<file path="src/rtl/mem_arbiter.sv">
// Shares the single external memory port between instruction fetch and data access.
// The data side wins contention; a saturating starvation counter periodically forces a fetch through.
module mem_arbiter #(
    parameter int unsigned STARVE_LIMIT = 4
) (
    input  logic        clk,
    input  logic        reset,
    input  logic        inst_req,
    input  logic [31:0] inst_addr,
    output logic [31:0] inst_rdata,
    output logic        inst_mem_ack,
    input  logic        data_req,
    input  logic        data_we,
    input  logic [3:0]  data_be,
    input  logic [31:0] data_addr,
    input  logic [31:0] data_wdata,
    output logic [31:0] data_rdata,
    output logic        data_mem_ack,
    output logic        mem_req,
    output logic        mem_we,
    output logic [3:0]  mem_be,
    output logic [31:0] mem_addr,
    output logic [31:0] mem_wdata,
    input  logic [31:0] mem_rdata,
    input  logic        mem_ready
);

    typedef enum logic [2:0] {
        ST_IDLE  = 3'd0,
        ST_IBUSY = 3'd1,
        ST_DBUSY = 3'd2,
        ST_IACK  = 3'd3,
        ST_DACK  = 3'd4
    } state_e;

    localparam logic [3:0] LIMIT_C   = 4'(STARVE_LIMIT);
    localparam logic       FAIR_EN_C = (STARVE_LIMIT != 32'd0);

    state_e      state_q, state_d;
    logic [3:0]  starve_cnt_q, starve_cnt_d;
    logic        mem_req_q, mem_req_d;
    logic        inst_ack_q, inst_ack_d;
    logic        data_ack_q, data_ack_d;
    logic        mem_we_q, mem_we_d;
    logic [3:0]  mem_be_q, mem_be_d;
    logic [31:0] mem_addr_q, mem_addr_d;
    logic [31:0] mem_wdata_q, mem_wdata_d;
    logic [31:0] inst_rdata_q, inst_rdata_d;
    logic [31:0] data_rdata_q, data_rdata_d;
    logic        grant_inst_s, grant_data_s, force_fetch_s;

    // A waiting fetch overrides data priority once the limit of contested data grants is reached.
    assign force_fetch_s = FAIR_EN_C && (starve_cnt_q == LIMIT_C);

    // State register plus every registered output.
    always_ff @(posedge clk) begin
        if (reset) begin
            state_q      <= ST_IDLE;
            starve_cnt_q <= 4'd0;
            mem_req_q    <= 1'b0;
            inst_ack_q   <= 1'b0;
            data_ack_q   <= 1'b0;
            mem_we_q     <= 1'b0;
            mem_be_q     <= 4'd0;
            mem_addr_q   <= 32'd0;
            mem_wdata_q  <= 32'd0;
            inst_rdata_q <= 32'd0;
            data_rdata_q <= 32'd0;
        end else begin
            state_q      <= state_d;
            starve_cnt_q <= starve_cnt_d;
            mem_req_q    <= mem_req_d;
            inst_ack_q   <= inst_ack_d;
            data_ack_q   <= data_ack_d;
            mem_we_q     <= mem_we_d;
            mem_be_q     <= mem_be_d;
            mem_addr_q   <= mem_addr_d;
            mem_wdata_q  <= mem_wdata_d;
            inst_rdata_q <= inst_rdata_d;
            data_rdata_q <= data_rdata_d;
        end
    end

    // Next-state and grant decision; requests are only looked at in IDLE.
    always_comb begin
        state_d      = state_q;
        grant_inst_s = 1'b0;
        grant_data_s = 1'b0;
        case (state_q)
            ST_IDLE: begin
                if (data_req && !(inst_req && force_fetch_s)) begin
                    state_d      = ST_DBUSY;
                    grant_data_s = 1'b1;
                end else if (inst_req) begin
                    state_d      = ST_IBUSY;
                    grant_inst_s = 1'b1;
                end else begin
                    state_d = ST_IDLE;
                end
            end
            ST_IBUSY: begin
                if (mem_ready) state_d = ST_IACK;
                else           state_d = ST_IBUSY;
            end
            ST_DBUSY: begin
                if (mem_ready) state_d = ST_DACK;
                else           state_d = ST_DBUSY;
            end
            ST_IACK: state_d = ST_IDLE;
            ST_DACK: state_d = ST_IDLE;
            default: state_d = ST_IDLE;
        endcase
    end

    // Output next values: handshakes decode the next state, command fields latch on grant.
    always_comb begin
        mem_req_d    = (state_d == ST_IBUSY) || (state_d == ST_DBUSY);
        inst_ack_d   = (state_d == ST_IACK);
        data_ack_d   = (state_d == ST_DACK);
        mem_we_d     = mem_we_q;
        mem_be_d     = mem_be_q;
        mem_addr_d   = mem_addr_q;
        mem_wdata_d  = mem_wdata_q;
        inst_rdata_d = inst_rdata_q;
        data_rdata_d = data_rdata_q;
        starve_cnt_d = starve_cnt_q;
        if (grant_inst_s) begin
            mem_we_d     = 1'b0;
            mem_be_d     = 4'hF;
            mem_addr_d   = inst_addr;
            starve_cnt_d = 4'd0;
        end else if (grant_data_s) begin
            mem_we_d    = data_we;
            mem_be_d    = data_be;
            mem_addr_d  = data_addr;
            mem_wdata_d = data_wdata;
            if (inst_req && (starve_cnt_q != 4'hF)) starve_cnt_d = starve_cnt_q + 4'd1;
            else                                     starve_cnt_d = starve_cnt_q;
        end else begin
            starve_cnt_d = starve_cnt_q;
        end
        // Stores capture read data too; its content is don't-care for the data side.
        if ((state_q == ST_IBUSY) && mem_ready)      inst_rdata_d = mem_rdata;
        else if ((state_q == ST_DBUSY) && mem_ready) data_rdata_d = mem_rdata;
        else                                         inst_rdata_d = inst_rdata_q;
    end

    assign mem_req      = mem_req_q;
    assign inst_mem_ack = inst_ack_q;
    assign data_mem_ack = data_ack_q;
    assign mem_we       = mem_we_q;
    assign mem_be       = mem_be_q;
    assign mem_addr     = mem_addr_q;
    assign mem_wdata    = mem_wdata_q;
    assign inst_rdata   = inst_rdata_q;
    assign data_rdata   = data_rdata_q;

endmodule

</file>
<file path="config.mk">
export PLATFORM = sky130hd
export DESIGN_NAME = mem_arbiter
export DESIGN_NICKNAME = d
export VERILOG_FILES = /design/src/rtl/mem_arbiter.sv
export SDC_FILE = /design/constraint.sdc
export NUM_CORES = 1
export LEC_CHECK = 0
export BUFFER_PORTS_ARGS = -buffer_cell sky130_fd_sc_hd__buf_2
export CAP_MARGIN = 20
export CORE_UTILIZATION = 44
export DETAILED_ROUTE_END_ITERATION = 10
export PLACE_DENSITY_LB_ADDON = 0.08
export SYNTH_ARGS = -nofsm -noshare
export SYNTH_HDL_FRONTEND = slang
export SYNTH_SLANG_ARGS = --single-unit
</file>
<file path="constraint.sdc">
create_clock -name clk -period 3.9 [get_ports clk]
set_input_delay 0.78 -clock clk [delete_from_list [all_inputs] [get_ports clk]]
set_output_delay 0.78 -clock clk [all_outputs]
set_load 0.03 [all_outputs]
</file>
### Word level (Yosys, flattened, before mapping)

Cells that the tools add are included.

| cells by class | value |
|---|---|
| add/subtract/negate cells | 1 |
| equal/unequal tests | 8 |
| muxes and demuxes | 14 |
| bitwise gates (word level) | 2 |
| reduce and logical (&&, ||, !) cells | 13 |

Operators by type and width:

| kind | count |
|---|---|
| 2-to-1 mux 32 bit | 2 |
| equality test 3 x 2 -> 1 bit (second input constant) | 3 |
| one-hot mux 3 bit (3 select lines) | 1 |
| 2-to-1 mux 4 bit | 2 |
| equality test 3 x 1 -> 1 bit (second input constant) | 2 |
| 2-to-1 mux 1 bit | 6 |
| AND reduction 2 bit | 3 |
| logical AND 1 bit | 5 |
| adder 4 x 1 -> 4 bit (second input constant) | 1 |
| equality test 4 x 3 -> 1 bit (second input constant) | 1 |
| 2-to-1 mux 2 bit | 2 |
| != test 4 bit (second input constant) | 1 |
| equality test 3 bit (second input constant) | 1 |
| zero test 3 bit | 1 |
| 2-to-1 mux 3 bit | 1 |
| NOT 1 bit | 2 |
| nonzero test 2 bit | 1 |
| OR reduction 2 bit | 1 |
| zero test 1 bit | 1 |
| logical OR 1 bit | 1 |

| storage, ports and cells | value |
|---|---|
| flip-flop bits (word level) | 143 |
| bits of input ports | 138 |
| output and inout bits | 136 |

### Longest topological paths before layout

Gate-level depths: netlist of the first run.

| logic depth | value |
|---|---|
| depth after elaboration | 8 |
| mapped depth | 8 |
| mapped depth without buffers | 6 |

### Worst setup path after synthesis of the first run

Ideal clock, no wire load.

| path | value |
|---|---|
| path kind | in2reg |
| start | in inst_req |
| end | reg mem_addr_q[24], in the netlist mem_addr[24] |
| setup time | 0.089 ns |
| data arrival time | 1.703 ns |
| data required time | 3.811 ns |
| setup slack | 2.108 ns |
| stages on the path | 5 |
| buffers on the path | 1 |
| cells stage by stage | and4b_4 -> o211ai_2 -> buf_6 -> nand2_1 -> a311oi_2 |

| on the way | value |
|---|---|
| cells in the longest elaborated chain, start to end | 6 |

Ends and longest elaborated chain:

| what | line | text |
|---|---|---|
| from (decl) | 8 | `input logic inst_req,` |
| logical AND 1 bit | 91 | `if (data_req && !(inst_req && force_fetch_s)) begin` |
| zero test 1 bit | 91 |  |
| logical AND 1 bit | 91 |  |
| 2-to-1 mux 1 bit | 91 |  |
| 2-to-1 mux 1 bit | 89 | `case (state_q)` |
| 2-to-1 mux 32 bit / nonzero test 2 bit (equally long branches) | - |  |
| to (signal assigned) | 77 | `mem_addr_q <= mem_addr_d;` |
| to (decl) | 46 | `logic [31:0] mem_addr_q, mem_addr_d;` |

Several ways; a longest one is shown, not always the timed one.
A chain may end at the register's enable or synchronous reset.

### Worst setup path after layout of the first run

| path | value |
|---|---|
| start | reg state_q[1] |
| end | reg mem_addr_q[8], in the netlist mem_addr[8] |

| on the way | value |
|---|---|
| cells in the longest elaborated chain, start to end | 3 |

Ends and longest elaborated chain:

| what | line | text |
|---|---|---|
| from (decl) | 39 | `state_e state_q, state_d;` |
| from (signal assigned) | 70 | `state_q <= state_d;` |
| zero test 3 bit (*) | 89 |  |
| 2-to-1 mux 1 bit | 89 |  |
| 2-to-1 mux 32 bit / nonzero test 2 bit (equally long branches) | - |  |

Mark *: on every way between the ends. The rest lies on a longest branch, timed or not.

==> results.yml, run 1 <==
outcome:
  status: "finished clean"
timing:
  tightestPinTransition_ns: 0.673
  slew_headroom_pct: 55.0
  fin_ws_ns: 1.65
  rsz0062_at_grt: "no"
  fin_crit_sh_pct: 57.6
  finalHoldViolations: 0
  min_period_ns: 2.25
  finalMaxSlewViolations: 0
  setup_viol_count_final: 0
  fmax_mhz: 445
  skew_ns: 0.00773
  finalSetupTns_ns: 0
routing:
  drtPass1Iterations: 5
  drtAntennaViolNets: 0
  drc: 0
  drt_iter0_drc: 361
  dr_total_vias: 5468
  wire_per_inst_um: 14.0
  vias_per_cell: 4.97
  finalWirelength_um: 15400
synth:
  yosysMostFrequentCell: "nand2_1"
  netlist_top_cells_count: "nand2_1, dfxtp_1, a21oi_1"
  synth_area_leaders: "dfxtp_1, nand2_1, a21oi_1"
  syn_avg_cell_area_um2: 8.23
  yosys_warnings: 0
  synth-simple-area-share_pct: 24.2
  yosys.area.top_type: "dfxtp_1"
  synth-edff-count: 0
  synthArstFlopShare_pct: 0
  ys_types: 38
  synth_top_family_by_area: "simple AND/OR/NAND/NOR gates"
  muxShareOfSynthArea_pct: 0.567
  syn-cell-area_mm2: 0.00552
  synth_ff_type: "dfxtp_1"
  synthAdderAreaFrac_pct: 0.454
  yosysTopAreaCellShare_pct: 51.9
  synth_cells: 670
  syn_nets: 810
  synth_compound_area_share_pct: 17.5
  ys_seq_elements: 143
  ys_seq_area_share_pct: 51.9
  synth-xor-area-share_pct: 0.159
clocking:
  insertion_delay_ns: 0.41
  cts.clk_slew.worst_paths_ns: 0.06
  cts_hold_buf: 0
  cts_setup_buffers: 0
  cts_tree: "built"
  cts_sinks: 143
  cts_resized: 0
  clock_tree.buffer_depth: 2
  htree_levels: 4
  clockRootBuffer: "clkbuf_16"
  cts_made_buffers: 17
floorplanning:
  initial_utilization_pct: 45.5
  die_w_um: 114
  die_area_mm2: 0.0130
  fp.dieH_um: 114
  core-area_mm2: 0.0121
  rows: 40
  io_pins: 274
cells_and_area:
  fillers: 1124
  layout-drive-gt1-share_pct: 36.5
  ff_latch_area_mm2: 0.00286
  multi_input_area_mm2: 0.00238
  synthToLayoutAreaGrowth_pct: 37.3
  diodes: 0
  fin_nets: 1061
pwr:
  leakage_nw: 3.47
  power.total_mw: 4.10
  p_int_mw: 2.94
  switching_power_mw: 1.16
  seqPwrFrac_pct: 39.9
  p_comb_share_pct: 18.5
  clockPowerShare_pct: 41.6
  p_per_area_mw_per_mm2: 541
  ir_drop_uv: 280
  switching_share_pct: 28.3
worst_setup_path:
  worstPathMaxFanout: 34
  cp.required_ns: 4.21
  cp.arrival_ns: 2.56
  regToRegStartpoint: "state_q[1]"
  crit_type: "register to register"
  rr_worst_depth: 5
  cp-start-kind: "register"
  regToRegEndpoint: "mem_addr[8]"
  rrSetupSlack_ns: 1.65
  worstSetupEndpointType: "register"
global_routing:
  grt_max_degree: 65
  antenna_found_initial: 0
  track_usage_pct: 23.8
  overflow: 0
  grt_pass1_vias: 5149
  grt_pass1_wl_um: 24300
hold_path:
  holdCritStartpoint: "data_rdata[31]"
  hold_path_depth: 2
  min_path_type: "register to register"
  holdPathEnd: "data_rdata[31]"
place:
  io_buffers: 273
  hpwl_um: 10800
  place_ws_ns: 1.29
  gp_congestion: 0.784
job:
  drv_cap: 0
==> logic make-up after synthesis <==
| logic type | count (synthesis) |
|---|---|
| AO/OA/AOI/OAI | 142 |
| XOR/XNOR | 1 |
| adder cells (fa/ha/maj) | 2 |
| buffers and inverters | 55 |
| flip-flops | 143 |
| multiplexers | 3 |
| AND/OR/NAND/NOR | 324 |
==> metrics by stage <==
| step | utilization (%) | instance area (um2) | instances | hold WS, ns |
|---|---|---|---|---|
| floorplan | - | 5520 | 670 | 0.475 |
| global placement | 57.1 | 6910 | 1069 | 0.438 |
| detailed placement | 57.1 | 6910 | 1069 | 0.444 |
| CTS | 62.3 | 7540 | 1100 | 0.451 |
| global route | 62.5 | 7570 | 1101 | 0.464 |
| finish | 62.5 | 7570 | 1101 | 0.449 |
==> critical path: stages, from the launching register on <==
cell and delay (ns):
dfxtp_1 0.41, nor3_4 0.29, and2b_2 0.61, buf_4 0.46, nor2_1 0.09, a311oi_1 0.27
==> flip-flops by register name, summed over array words and instances, names as in the netlist, 3 cells and up <==
| signal | count |
|---|---|
| state_q | 3 |
| inst_rdata | 32 |
| mem_wdata | 32 |
| mem_addr | 32 |
| mem_be | 4 |
| starve_cnt_q | 4 |
| data_rdata | 32 |
==> worst max-delay path by stage <==
stage | from | endpoint | slack (ns) | cells after the start
6_report | state_q[1] | mem_addr[8] | 1.65 | 5
5_1_grt | state_q[1] | mem_addr[17] | 1.43 | 5
4_1_cts | state_q[1] | mem_addr[8] | 1.64 | 5
3_5_place_dp | inst_req | mem_addr[8] | 1.29 | 6
3_3_place_gp | inst_req | mem_addr[15] | 1.39 | 6
2_1_floorplan | inst_req | mem_addr[24] | 2.11 | 5
==> cells in the final DEF (no fill, tap or decap), drive strengths merged <==
cell	instances
and3	1
nor2	42
clkinvlp	1
nand3	2
nand4b	1
dfxtp	143
bufinv	4
or2b	1
nor3	3
ha	2
nand2b	2
o211ai	1
a311oi	32
o211a	1
a211oi	2
nand4	2
o22ai	3
a21oi	101
inv	4
and2b	1
nand2	259
mux2i	2
nor4b	1
clkinv	5
and4b	1
xnor2	1
nand3b	2
nor4	1
mux2	1
buf	283
nor3b	2
o21ai	2
or3	2
nor2b	1
clkbuf	21
==> area by class of cell <==
type | instances | share of cell area, %
tap | 168 | 2.78
timing repair buffer | 283 | 19.5
clock inverter | 10 | 2.12
clock buffer | 21 | 6.21
inverter | 4 | 0.198
sequential | 143 | 37.8
multi-input combinational | 472 | 31.4
==> layer usage <==
layer	share of wire [%]	vias to the layer above	track usage, %
met1	41	2503	27.0
met2	50	218	41.5
met5	0	-	0
met3	7.4	23	7.12
li1	-	2724	-
met4	1.6	0	9.70
==> power groups by stage <==
stage	Combinational, mW	Clock (mW)	Sequential [mW]
final	0.758	1.71	1.64
after global routing	0.822	1.80	1.65
after CTS	0.755	1.75	1.64
after detailed placement	0.754	0	1.66
after global placement	0.737	0	1.66
after floorplan	0.323	0	1.86
Power figures use the tool's default switching activity.
==> run 2: changes to the inputs <==
CORE_UTILIZATION = 41   (was 44)
clock period = 1.9 ns   (was 3.9 ns; I/O delays follow)
==> results.yml, run 2 (same netlist as run 1, synthesis figures left out) <==
outcome:
  status: "finished clean"
worst_setup_path:
  worstSetupEndpointType: "register"
  max_stage_delay_ns: 0.40
  cp-start-kind: "register"
  worstPathMaxFanout: 32
  cp.arrival_ns: 2.13
  crit_type: "register to register"
  cpLargestDelayFamily: "compound AO/OA/AOI/OAI gates"
  crit_buf_inv: 1
  slowest_stage: "o211a_4"
  cp.required_ns: 2.22
  crit_chain: "inv_1, ha_1, and4b_4, o211a_4, nand2_1, a311oi_2"
pwr:
  p_int_mw: 5.80
  p_per_area_mw_per_mm2: 1060
  clockPowerShare_pct: 39.0
  power.total_mw: 8.16
  ir_drop_uv: 652
  seqPwrFrac_pct: 41.0
  switching_share_pct: 29.0
  switching_power_mw: 2.36
  p_comb_share_pct: 19.9
  leakage_nw: 3.51
cells_and_area:
  final_core_util_pct: 58.1
  final_common_cell: "buf_2"
  layout_common_cells: "buf_2, nand2_1, dfxtp_1, a21oi_1, nor2_1"
  layout-drive-gt1-share_pct: 36.9
  diodes: 0
  fin_nets: 1068
  final_cells: 1114
  fin_area_mm2: 0.00767
  synthToLayoutAreaGrowth_pct: 39.0
routing:
  drtPass1Iterations: 4
  drc: 0
  vias_per_cell: 4.88
  drtAntennaViolNets: 0
  dr_total_vias: 5436
  wire_per_inst_um: 13.7
  drt_iter0_drc: 378
  finalWirelength_um: 15200
global_routing:
  antenna_found_initial: 0
  grt_pass1_vias: 5041
  grt_max_degree: 42
  track_usage_pct: 22.1
  overflow: 0
  grt_pass1_wl_um: 24400
clocking:
  clockRootBuffer: "clkbuf_16"
  htree_levels: 4
  cts_setup_buffers: 0
  clock_tree.buffer_depth: 2
  cts.clk_slew.worst_paths_ns: 0.06
  cts_sinks: 143
  insertion_delay_ns: 0.42
  cts_made_buffers: 17
  cts_hold_buf: 0
  cts_tree: "built"
place:
  dpl-instance-area_mm2: 0.00710
  place_ws_ns: 0.0873
  hpwl_um: 10700
  dp_cells: 1085
  gp_congestion: 0.824
  io_buffers: 273
timing:
  finalHoldViolations: 0
  fmax_mhz: 554
  fin_crit_sh_pct: 95.1
  slew_headroom_pct: 66.2
  finalSetupTns_ns: 0
  skew_ns: 0.0112
  fin_ws_ns: 0.0935
  finalMaxSlewViolations: 0
  tightestPinTransition_ns: 0.506
  setup_viol_count_final: 0
  rsz0062_at_grt: "yes"
  min_period_ns: 1.81
  hold_ws_ns: 0.196
hold_path:
  min_path_type: "input port to register"
job:
  drv_cap: 0
floorplanning:
  initial_utilization_pct: 41.8
  rows: 42
  io_pins: 274
  die_area_mm2: 0.0139
  die_w_um: 118
  core-area_mm2: 0.0132
  fp.dieH_um: 118
run 2: path summary, 6_finish.rpt:
kind	end	slack [ns]	from	cells after the start
worst max-delay path	mem_addr[5]	0.09	starve_cnt_q[0]	6
worst min-delay path	mem_wdata[18]	0.20	data_wdata[18]	3
worst max register to register	mem_addr[5]	0.09	starve_cnt_q[0]	6
worst min register to register	mem_wdata[25]	0.45	mem_wdata[25]	2
run 2: timing repair:
item,4_1_cts,5_1_grt
hold endpoints to repair,0,0
endpoints found under the setup margin,0,11
resized for setup,0,2
run 2: power by group through the flow:
stage,clock [mW],sequential (mW),combinational [mW]
after CTS,3.25,3.35,1.63
after global routing,3.40,3.38,1.76
final,3.19,3.35,1.63
after global placement,0,3.40,1.61
after detailed placement,0,3.41,1.63
after floorplan,0,3.82,0.662
run 2: worst reg2reg max path, stage by stage (launching register included):
cell and delay [ns]:
dfxtp_1 0.33, inv_1 0.10, ha_1 0.17, and4b_4 0.26, o211a_4 0.40, nand2_1 0.15, a311oi_2 0.30
run 2: final cells by class:
class / instances / area [um2]
multi-input cells: 472 / 2380
clock buffers: 22 / 474
fillers: 1206 / 5520
repair buffers: 290 / 1630
clock inverters: 7 / 87.6
inverters: 4 / 15.0
flip-flops and latches: 143 / 2860
well taps: 176 / 220
run 2: layer usage:
layer	up-vias	track usage (%)	share of wire, %
met5	-	0	0
met4	0	9.70	1.7
met3	16	6.59	7.6
met2	222	35.4	47
met1	2465	27.4	44
li1	2733	-	-
==> run 3: changes to the inputs <==
CORE_ASPECT_RATIO = 1.1   (was not set)
MAX_ROUTING_LAYER = met4   (was not set)
PLACE_DENSITY = 0.76   (was not set)
PLACE_DENSITY_LB_ADDON = not set   (was 0.08)
==> results.yml, run 3 (same netlist as run 1, synthesis figures left out) <==
outcome:
  status: "finished clean"
worst_setup_path:
  slowest_stage: "dfxtp_2"
  crit_type: "register to register"
  cp.arrival_ns: 2.13
  max_stage_delay_ns: 0.35
  cp-start-kind: "register"
  crit_buf_inv: 3
  cp.required_ns: 2.23
  crit_chain: "inv_1, ha_1, and4b_4, o211ai_4, buf_4, clkbuf_16, nand2_1, a311oi_1"
  cpLargestDelayFamily: "compound AO/OA/AOI/OAI gates"
  worstSetupEndpointType: "register"
  worstPathMaxFanout: 17
routing:
  finalWirelength_um: 15000
  dr_total_vias: 5444
  drtPass1Iterations: 4
  drc: 0
  drtAntennaViolNets: 0
  drt_iter0_drc: 380
  vias_per_cell: 4.94
  wire_per_inst_um: 13.6
floorplanning:
  fp.dieH_um: 124
  die_w_um: 113
  core-area_mm2: 0.0132
  die_area_mm2: 0.0139
  rows: 44
  initial_utilization_pct: 41.9
  io_pins: 274
place:
  gp_congestion: 0.777
  io_buffers: 273
  dpl-instance-area_mm2: 0.00705
  dp_cells: 1066
  hpwl_um: 10000
cells_and_area:
  synthToLayoutAreaGrowth_pct: 40.2
  fin_area_mm2: 0.00774
  final_common_cell: "buf_2"
  fin_nets: 1068
  final_core_util_pct: 58.8
  final_cells: 1102
  diodes: 0
  layout_common_cells: "buf_2, nand2_1, dfxtp_1, a21oi_1, nor2_1"
  layout-drive-gt1-share_pct: 37.5
timing:
  skew_ns: 0.00895
  tightestPinTransition_ns: 0.368
  min_period_ns: 1.80
  hold_ws_ns: 0.196
  fin_crit_sh_pct: 94.7
  finalMaxSlewViolations: 0
  fmax_mhz: 556
  finalHoldViolations: 0
  slew_headroom_pct: 75.4
  setup_viol_count_final: 0
pwr:
  leakage_nw: 3.53
  power.total_mw: 8.39
  ir_drop_uv: 497
  p_per_area_mw_per_mm2: 1080
clocking:
  insertion_delay_ns: 0.42
  cts_sinks: 143
  htree_levels: 4
  cts_hold_buf: 0
  cts_made_buffers: 17
  clock_tree.buffer_depth: 2
  cts.clk_slew.worst_paths_ns: 0.06
  clockRootBuffer: "clkbuf_16"
  cts_tree: "built"
hold_path:
  min_path_type: "input port to register"
global_routing:
  grt_pass1_wl_um: 22400
  track_usage_pct: 21.0
  grt_max_degree: 50
  grt_pass1_vias: 4946
  overflow: 0
  antenna_found_initial: 0
job:
  drv_cap: 0
==> run 3: cell count changes in the layout (fill, tap and decap cells not counted), sizes merged <==
| cell | delta |
|---|---|
| bufinv | +1 |
| clkinv | -1 |
| inv | +2 |
| clkbuf | -2 |
| clkinvlp | +4 |
| buf | -1 |
==> run 3: final timing paths <==
kind | startpoint | to | slack, ns | depth (start not counted)
setup / recovery | starve_cnt_q[0] | mem_addr[2] | 0.10 | 8
hold / removal | data_wdata[4] | mem_wdata[4] | 0.20 | 3
setup reg to reg | starve_cnt_q[0] | mem_addr[2] | 0.10 | 8
hold reg to reg | mem_wdata[30] | mem_wdata[30] | 0.45 | 2
==> run 3: area by class of cell <==
class	count	area (um2)
clock buffer	19	453
timing repair buffer	290	1650
clock inverter	13	160
sequential	143	2870
inverter	4	15.0
tap	161	201
fill	1233	5420
multi-input combinational	472	2390
==> run 3: power breakdown <==
part | switching, mW | leakage (nW) | internal (mW)
sequential | 0.121 | 1.17 | 3.23
clock | 1.28 | 0.288 | 2.13
combinational | 1.06 | 2.08 | 0.571
total | 2.46 | 3.53 | 5.93
==> run 3: stage by stage <==
stage	TNS, ns	setup WS, ns
floorplan	0	0.252
global placement	0	0.166
detailed placement	0	0.111
CTS	0	0.0836
global route	-0.000401	-0.000401
finish	0	0.100
==> run 3: worst min-delay path, stage by stage <==
cell,delay [ns]
buf_2,0.10
nand2_1,0.04
a21oi_1,0.05
==> run 3: per-layer routing <==
metal	vias up	routed length (um)	global-route usage, %
met5	-	0	-
met4	0	318	9.42
met3	24	818	4.62
met2	200	7690	36.9
met1	2479	6130	22.9
li1	2741	-	-
==> run 3: timing repair <==
action,in CTS,in global routing
endpoints found under the setup margin,0,4
resized for setup,0,5
buffers inserted,0,3
hold endpoints to repair,0,0
